[src/rtl/controller_mem.sv]
// Multi-cycle control FSM for the simple CPU datapath: ALU/MOV, LDR/STR with a req/ack memory handshake, HALT.
// Optional memory timeout: define CTRL_MEM_TIMEOUT_EN to abort memory requests after MEM_TIMEOUT cycles.
module controller_mem #(
  parameter int MEM_TIMEOUT = 16,
  parameter int TO_W        = $clog2(MEM_TIMEOUT + 1),
  parameter int RET_W       = 16
) (
  input  logic             clk,
  input  logic             rst,
  input  logic             start,
  input  logic [2:0]       opcode,
  input  logic [1:0]       ALU_op,
  input  logic             mem_ack,
  output logic             waiting,
  output logic [1:0]       reg_sel,
  output logic [1:0]       wb_sel,
  output logic             w_en,
  output logic             en_A,
  output logic             en_B,
  output logic             en_C,
  output logic             en_status,
  output logic             sel_A,
  output logic             sel_B,
  output logic             load_addr,
  output logic             mem_req,
  output logic             mem_we,
  output logic             halted,
  output logic             err_illegal,
  output logic             err_timeout,
  output logic [RET_W-1:0] retired
);

  localparam logic [2:0] OP_MOV  = 3'b110;
  localparam logic [2:0] OP_ALU  = 3'b101;
  localparam logic [2:0] OP_LDR  = 3'b011;
  localparam logic [2:0] OP_STR  = 3'b100;
  localparam logic [2:0] OP_HALT = 3'b111;

  typedef enum logic [3:0] {
    S_WAIT, S_DECODE, S_WR_IMM, S_LD_A, S_LD_B, S_EXE, S_WB, S_CMP,
    S_ADDR, S_LATCH, S_MRD, S_WB_M, S_PASS, S_MWR, S_HALT
  } state_t;

  state_t           r_state;
  state_t           w_state_nxt;
  logic [2:0]       r_op;
  logic [1:0]       r_alu;
  logic             r_err_illegal;
  logic [RET_W-1:0] r_retired;
  logic             w_illegal;
  logic             w_retire;
  logic             w_to_hit;
  logic             w_movreg;

  // Only MOV reg reaches EXE/WB with opcode MOV, so the opcode alone selects the zero A operand.
  assign w_movreg = (r_op == OP_MOV);

`ifdef CTRL_MEM_TIMEOUT_EN
  logic [TO_W-1:0] r_to_cnt;
  logic            r_err_timeout;
  logic            w_in_mem;

  assign w_in_mem = (r_state == S_MRD) || (r_state == S_MWR);
  // An ack in the final allowed cycle still completes the access.
  assign w_to_hit = w_in_mem && !mem_ack && (r_to_cnt == TO_W'(MEM_TIMEOUT - 1));

  always_ff @(posedge clk) begin
    if (rst || !w_in_mem || mem_ack) begin
      r_to_cnt <= '0;
    end else begin
      r_to_cnt <= r_to_cnt + TO_W'(1);
    end
    if (rst) begin
      r_err_timeout <= 1'b0;
    end else if (w_to_hit) begin
      r_err_timeout <= 1'b1;
    end
  end

  assign err_timeout = r_err_timeout;
`else
  assign w_to_hit    = 1'b0;
  assign err_timeout = 1'b0;
`endif

  always_ff @(posedge clk) begin
    if (rst) begin
      r_state       <= S_WAIT;
      r_err_illegal <= 1'b0;
      r_retired     <= '0;
    end else begin
      r_state <= w_state_nxt;
      if (w_illegal) r_err_illegal <= 1'b1;
      if (w_retire)  r_retired     <= r_retired + RET_W'(1);
    end
  end

  // Instruction fields are captured while in DECODE and then held for the rest of the instruction.
  always_ff @(posedge clk) begin
    if (r_state == S_DECODE) begin
      r_op  <= opcode;
      r_alu <= ALU_op;
    end
  end

  always_comb begin
    w_state_nxt = r_state;
    w_illegal   = 1'b0;
    w_retire    = 1'b0;
    waiting     = 1'b0;
    reg_sel     = 2'b01;
    wb_sel      = 2'b10;
    w_en        = 1'b0;
    en_A        = 1'b0;
    en_B        = 1'b0;
    en_C        = 1'b0;
    en_status   = 1'b0;
    sel_A       = 1'b0;
    sel_B       = 1'b0;
    load_addr   = 1'b0;
    mem_req     = 1'b0;
    mem_we      = 1'b0;
    halted      = 1'b0;
    case (r_state)
      S_WAIT: begin
        waiting = 1'b1;
        if (start) w_state_nxt = S_DECODE;
      end
      S_DECODE: begin
        w_state_nxt = S_WAIT;
        case (opcode)
          OP_MOV: begin
            if (ALU_op == 2'b10)      w_state_nxt = S_WR_IMM;
            else if (ALU_op == 2'b00) w_state_nxt = S_LD_B;
            else                      w_illegal   = 1'b1;
          end
          OP_ALU:  w_state_nxt = (ALU_op == 2'b11) ? S_LD_B : S_LD_A;
          OP_LDR, OP_STR: begin
            if (ALU_op == 2'b00) w_state_nxt = S_LD_A;
            else                 w_illegal   = 1'b1;
          end
          OP_HALT: begin
            w_state_nxt = S_HALT;
            w_retire    = 1'b1;
          end
          default: w_illegal = 1'b1;
        endcase
      end
      S_WR_IMM: begin
        reg_sel     = 2'b10;
        w_en        = 1'b1;
        w_retire    = 1'b1;
        w_state_nxt = S_WAIT;
      end
      S_LD_A: begin
        reg_sel     = 2'b10;
        en_A        = 1'b1;
        w_state_nxt = ((r_op == OP_LDR) || (r_op == OP_STR)) ? S_ADDR : S_LD_B;
      end
      S_LD_B: begin
        reg_sel     = 2'b00;
        en_B        = 1'b1;
        w_state_nxt = ((r_op == OP_ALU) && (r_alu == 2'b01)) ? S_CMP : S_EXE;
      end
      S_EXE: begin
        en_C        = 1'b1;
        sel_A       = w_movreg;
        w_state_nxt = S_WB;
      end
      S_WB: begin
        wb_sel      = 2'b00;
        w_en        = 1'b1;
        sel_A       = w_movreg;
        w_retire    = 1'b1;
        w_state_nxt = S_WAIT;
      end
      S_CMP: begin
        en_status   = 1'b1;
        w_retire    = 1'b1;
        w_state_nxt = S_WAIT;
      end
      S_ADDR: begin
        sel_B       = 1'b1;
        en_C        = 1'b1;
        w_state_nxt = S_LATCH;
      end
      S_LATCH: begin
        load_addr   = 1'b1;
        // STR also loads the store data (Rd) into B on its way through.
        en_B        = (r_op == OP_STR);
        w_state_nxt = (r_op == OP_LDR) ? S_MRD : S_PASS;
      end
      S_MRD: begin
        mem_req = ~rst;
        if (mem_ack)       w_state_nxt = S_WB_M;
        else if (w_to_hit) w_state_nxt = S_WAIT;
      end
      S_WB_M: begin
        wb_sel      = 2'b01;
        w_en        = 1'b1;
        w_retire    = 1'b1;
        w_state_nxt = S_WAIT;
      end
      S_PASS: begin
        sel_A       = 1'b1;
        en_C        = 1'b1;
        w_state_nxt = S_MWR;
      end
      S_MWR: begin
        mem_req = ~rst;
        mem_we  = ~rst;
        if (mem_ack) begin
          w_retire    = 1'b1;
          w_state_nxt = S_WAIT;
        end else if (w_to_hit) begin
          w_state_nxt = S_WAIT;
        end
      end
      S_HALT: begin
        halted = 1'b1;
      end
      default: w_state_nxt = S_WAIT;
    endcase
  end

  assign err_illegal = r_err_illegal;
  assign retired     = r_retired;

endmodule

[config.mk]
export PLATFORM = sky130hd
export DESIGN_NAME = controller_mem
export DESIGN_NICKNAME = d
export VERILOG_FILES = /design/src/rtl/controller_mem.sv
export SDC_FILE = /design/constraint.sdc
export NUM_CORES = 1
export LEC_CHECK = 0
export ABC_AREA = 1
export CORE_MARGIN = 1
export CORE_UTILIZATION = 45
export DETAILED_ROUTE_END_ITERATION = 6
export GPL_TIMING_DRIVEN = 0
export HOLD_SLACK_MARGIN = 0.12
export PLACE_DENSITY = 0.73
export SLEW_MARGIN = 0
export SYNTH_ARGS = -nofsm -noshare
export SYNTH_HDL_FRONTEND = slang
export SYNTH_SLANG_ARGS = --single-unit
[constraint.sdc]
create_clock -name clk -period 1.25 [get_ports clk]
set_input_delay 0.1875 -clock clk [delete_from_list [all_inputs] [get_ports clk]]
set_output_delay 0.1875 -clock clk [all_outputs]
set_load 0.1 [all_outputs]
==> Yosys cells after proc, flatten, opt, wreduce, memory -nomap -nowiden <==
Cells that the tools add are included.
{ "word_totals": {"register_bits": 26, "latchBits": 0, "ram_bits": 0, "rom_bits": 0, "inputBits": 9, "output_inout_bits": 34, "word_cells": 83, "n_memories": 0} }
{ "classes": {"add_sub_neg": 1, "mul": 0, "n_div": 0, "magnitude_cmp": 0, "n_eq_ne": 29, "shift": 0, "n_mux": 33, "bitwise": 2, "n_reduce_logical": 13} }
{ "op_table": {"columns": ["op", "n"], "rows": [
  ["4-bit case mux with 11 select lines", 1],
  ["4-bit == test, second input constant", 7],
  ["3-bit == test, second input constant", 7],
  ["16-bit by 1-bit adder with 16-bit output, second input constant", 1],
  ["4-bit by 3-bit == test with 1-bit output, second input constant", 4],
  ["4-bit two-way mux", 4],
  ["4-bit case mux with 4 select lines", 1],
  ["1-bit two-way mux", 15],
  ["3-bit two-way mux", 4],
  ["2-bit OR reduction", 5],
  ["4-bit by 2-bit == test with 1-bit output, second input constant", 2],
  ["2-bit case mux with 2 select lines", 2],
  ["3-bit by 2-bit == test with 1-bit output, second input constant", 2],
  ["2-bit inequality test, second input constant", 3],
  ["1-bit case mux with 3 select lines", 2],
  ["3-bit OR reduction", 2],
  ["2-bit == test, second input constant", 2],
  ["4-bit by 1-bit == test with 1-bit output, second input constant", 1],
  ["4-bit zero test", 1],
  ["2-bit two-way mux", 2],
  ["1-bit case mux with 2 select lines", 2],
  ["4-bit AND reduction", 1],
  ["4-bit OR reduction", 1],
  ["2-bit by 1-bit == test with 1-bit output, second input constant", 1],
  ["4 further kinds", 5]
]} }

==> Logic depth before layout (Yosys ltp) <==
{ "depth": {"word_depth": 5, "ltp_mapped": 11, "ltp_nobuf": 9} }

==> Worst setup path after synthesis <==
Ideal clock, no wire load.
{ "synth_path": {"path_type": "register to output", "start": "register r_state[2]", "end": "output sel_A", "arrival_time_ps": 3843, "required_time_ps": 1062, "setup_slack_ps": -2781, "stages_incl_launch_ff": 8, "path_cell_list": "dfxtp_1 buf_4 inv_2 nor2_4 nand2_2 inv_1 nor2_1 o41ai_1"} }
{ "synth_between": {"elab_chain_len": 3, "word_cells_on_any_way": 5} }
{ "synth_rtl": {"columns": ["item", "line_no", "source"], "rows": [
  ["start: declaration", "44", "state_t r_state;"],
  ["start signal: assignment", "92", "r_state <= w_state_nxt;"],
  ["4-bit by 3-bit == test with 1-bit output", "124", "case (r_state)"],
  ["2-bit OR reduction (no line)", null, null],
  ["1-bit case mux with 2 select lines *", "124", null],
  ["end: declaration", "22", "output logic sel_A,"]
]} }
Every way passes the cells marked *; elsewhere a longest branch is shown, timed or not.

==> Final worst setup path <==
Ends and elaborated chain as after synthesis.

==> flow_results.org <==
** Outcome
- The flow ran to the end, but the final reports show violations.
- Violated checks :: negative setup slack

** Clock tree
- Counting along the longest clock path gives a buffer depth of 2.
- For the worst-skew pair, the clock arrives at the later sink with an insertion delay of ~0.28 ns.
- TritonCTS buffer count :: 3
- Root Driver :: sky130_fd_sc_hd__clkbuf_8
- TritonCTS built the clock tree.
- Number of H-tree branching levels :: 1
- The clock net in this run drives a total of 26 sinks.
- Hold buffer count at CTS :: 0
- After clock tree synthesis, the clock-pin slew on the worst setup and hold paths is about 0.09 ns.

** Power and ir drop
- Summed over all cells, the static leakage comes to around 1.4 nW.
- Largest voltage drop on the vdd net :: about 0.54 mV
- After layout, the design draws a total of approximately 0.0029 W.
- Pwr/cell area :: 831 mW/mm^2

** Cells and area
- ANT cells :: 0
- Number of inserted filler cells in the final layout :: ~230
- Compared with the post-synthesis result, the final layout area differs by 78.8%.
- Of the cells placed in the final design, the portion with a size suffix greater than 1 is 0.588.
- The multi-input combinational cells in the finished layout cover a total of between 0.0015 and 0.002 mm^2.
- Register area :: 617 um^2
- The final layout contains about 380 nets.

** Critical path
- Cell-by-cell listing of the critical path :: buf_6 > buf_6 > nand2_4 > nor2_4 > nor2_4 > o41ai_4 > buf_6
- The largest single stage delay on the critical path is between 0.3 and 0.4 ns.
- For the worst setup path, the data required time is ~1.1 ns.
- Worst path most repeated cell :: sky130_fd_sc_hd__buf_6
- The critical path in this run is classified as reg -> out.
- Critical path fanouts, max :: 4
- Measured in cells, the most critical reg-to-reg path has a length of 13.
- Signal arrival time at the worst endpoint :: ~1.7 ns
- Family with the most delay on the worst path :: buffers and inverters
- The largest individual stage delay along the critical path comes from the cell sky130_fd_sc_hd__dfxtp_2.
- Counting buffers and inverters, the worst setup path is 7 cells deep.
- CP Capture Type :: output pin
- Buffering stage count on the worst path with inverters included :: 3
- Startpoint kind of the worst setup timing path :: flop

** Floorplan
- Number of cell rows :: 23
- The die is approximately 68 um tall.
- Full die area :: approximately 0.0046 mm^2
- Effective utilization at floorplan :: 0.477
- After floorplanning, the core was sized to cover 0.00406 mm^2.
- For this design the top-level I/O count stands at 43.
- The die is between 60 and 70 um wide.

** Min path
- Worst min-delay path category :: in -> reg
- Worst hold path stage count :: 2

** Logic synthesis
- Cell type contributing the most total cell area after synthesis :: sky130_fd_sc_hd__dfxtp_1
- By instance count, the leading cell after synthesis is sky130_fd_sc_hd__nand2_1.
- During synthesis, Yosys emitted a total of 0 warnings.
- Yosys mapped a number of flops with a built-in enable equal to 5.
- Per-instance average area after synthesis :: just under 7 um^2
- The number of nets handed over by synthesis was 290.
- Most used DFF post-synth :: sky130_fd_sc_hd__dfxtp_1
- The synthesized design contains 26 register bits.
- Mapped cell area :: between 0.0015 and 0.002 mm^2
- Cells after synthesis :: 280
- Most common library cells after synthesis :: sky130_fd_sc_hd__nand2_1 (67), sky130_fd_sc_hd__nor2_1 (39), sky130_fd_sc_hd__inv_1 (27)
- Async set-reset flop share out of synthesis :: 0
- Yosys top cell area share :: 0.217
- Sorting the synthesized cells by area gives the leading types as sky130_fd_sc_hd__dfxtp_1 (22%), sky130_fd_sc_hd__nand2_1 (13%), sky130_fd_sc_hd__edfxtp_1 (7.8%).
- Share of the yosys chip area belonging to registers :: 0.295
- Synthesis instantiated 36 different standard cells from the library.

** Route
- TritonRoute pass-1 iters :: 5
- For this run, design rule violations remaining after detail routing come to 0.
- Once detail routing completed, the nets flagged for antenna violations numbered 0.
- In the routed layout, each cell is associated on average with a via count of 5.86.
- Vias after detailed routing :: 2426
- In the final routed layout, each cell accounts on average for 20.3 um.
- In this run, the number of DRC markers left after iteration 0 of detailed routing was 225.
- Detailed-route wire length :: approximately 8400 um

** Global route
- Largest net degree at the start of global routing :: 15
- Global routing finished with a remaining overflow of 0.
- Across every metal layer, demand over resource in global routing totals 0.286.
- The first global-routing pass estimated ~9500 um of wire.
- The initial antenna violation count came to 0.
- The number of global-route vias before repair came to approximately 2000.

** Timing
- Based on the critical path, the design can be clocked at up to 540 MHz.
- Setup repair after global routing could not meet its margin everywhere.
- Slew @ Worst Pin :: 0.543 ns
- Time the worst path needs with I/O delays and setup :: between 1.5 and 2 ns
- Across all setup checks in the final design, the least slack found is -0.601 ns.
- The final count of hold timing violations came to 0.
- The final-report max-slew violation count was 0.
- Setup violations remaining at the end of the flow were counted as 43.
- In this run the tightest slew margin relative to its limit is 0.638.
- Worst hold slack after final layout :: ~0.35 ns
- In the finished design, the share of the clock period the worst path needs comes to 1.48.
- Worst Skew :: between 0.009 and 0.01 ns

** Place
- Detailed placement finished with a half-perimeter wire length of about 3600 um.
- Buffers placed on the I/O ports in this run total 40.
- At the end of routability-driven placement, the weighted congestion stood at roughly 0.82.

** Job
- Max-cap violations in this run came to 0.
[layout make-up]
class,instances,share of cell area
clock buffer,3,0.0119
buffer,8,0.0257
sequential,26,0.178
multi-input combinational,214,0.449
clock inverter,1,0.00109
tap,50,0.0181
inverter,32,0.0441
timing repair buffer,80,0.272
[routing by layer]
layer  vias to the layer above  part of all wire  global-route usage
met5                         -                 0                   0
li1                       1078                 -                   -
met1                      1114              0.36               0.293
met2                       166              0.49               0.554
met4                         0             0.066               0.141
met3                        68             0.087              0.0389
[state kept, by name, indices dropped and copies added, names as in the netlist]
register and flops:
retired 16, r_state 4, r_op 3, r_alu 2
err_illegal 1
[cells by family (layout without fill, tap and decap cells)]
family | after synthesis | count (layout) | share of synthesized area
compound gates | 34 | 34 | 0.125
xor+xnor | 5 | 5 | 0.0226
fa+ha+maj | 1 | 1 | 0.00647
buf+inv | 40 | 124 | 0.100
flops | 26 | 26 | 0.295
other cells | 1 | 1 | 0.00194
simple gates | 173 | 173 | 0.449
[power breakdown]
part | internal [W] | switching (W) | total [W]
combinational | 0.000536 | 0.000877 | 0.00141
sequential | 0.000895 | 0.0000651 | 0.000960
clock | 0.000221 | 0.000279 | 0.000501
total | 0.00165 | 0.00122 | 0.00287
[per-stage QoR]
stage | utilization | cells | setup slack, ns | TNS [ns] | cell area, um^2
3_3_place_gp | 0.650 | 370 | -1.26 | -32.99 | 2640
4_1_cts | 0.802 | 403 | -0.609 | -14.20 | 3250
5_1_grt | 0.852 | 414 | -0.635 | -19.51 | 3460
3_5_place_dp | 0.650 | 370 | -1.28 | -33.37 | 2640
6_report | 0.852 | 414 | -0.601 | -17.87 | 3460
2_1_floorplan | - | 280 | -0.861 | -11.38 | 2170
[path summary, 6_finish.rpt]
path | start | to | slack [ns]
min reg2reg | retired[9]$_SDFFE_PP0P_ | retired[9]$_SDFFE_PP0P_ | 0.50
max reg2reg | r_state[2]$_SDFFE_PP0P_ | r_state[1]$_SDFFE_PP0P_ | -0.57
min | rst | retired[9]$_SDFFE_PP0P_ | 0.35
max | r_state[2]$_SDFFE_PP0P_ | sel_A | -0.60
[layout by cell type (no fill, tap or decap), types with 7 or more instances in the layout]
cell	netlist	routed
sky130_fd_sc_hd__a21oi_2	13	16
sky130_fd_sc_hd__buf_12	1	18
sky130_fd_sc_hd__buf_4	3	35
sky130_fd_sc_hd__buf_6	2	21
sky130_fd_sc_hd__clkdlybuf4s50_1	0	7
sky130_fd_sc_hd__dfxtp_2	0	10
sky130_fd_sc_hd__dfxtp_4	0	9
sky130_fd_sc_hd__inv_1	27	22
sky130_fd_sc_hd__nand2_1	67	45
sky130_fd_sc_hd__nand2_2	14	26
sky130_fd_sc_hd__nand2_4	3	10
sky130_fd_sc_hd__nand3_1	18	18
sky130_fd_sc_hd__nand4_1	8	8
sky130_fd_sc_hd__nor2_1	39	24
sky130_fd_sc_hd__nor2_2	8	9
sky130_fd_sc_hd__nor2_4	1	15
[timing repair]
item / CTS / global route
cloned: 3 / 0
pin swaps: 16 / 21
endpoints found under the setup margin: 53 / 42
buffers inserted: 27 / 14
gates resized for setup: 299 / 31
(Power assumes the default switching activity.)
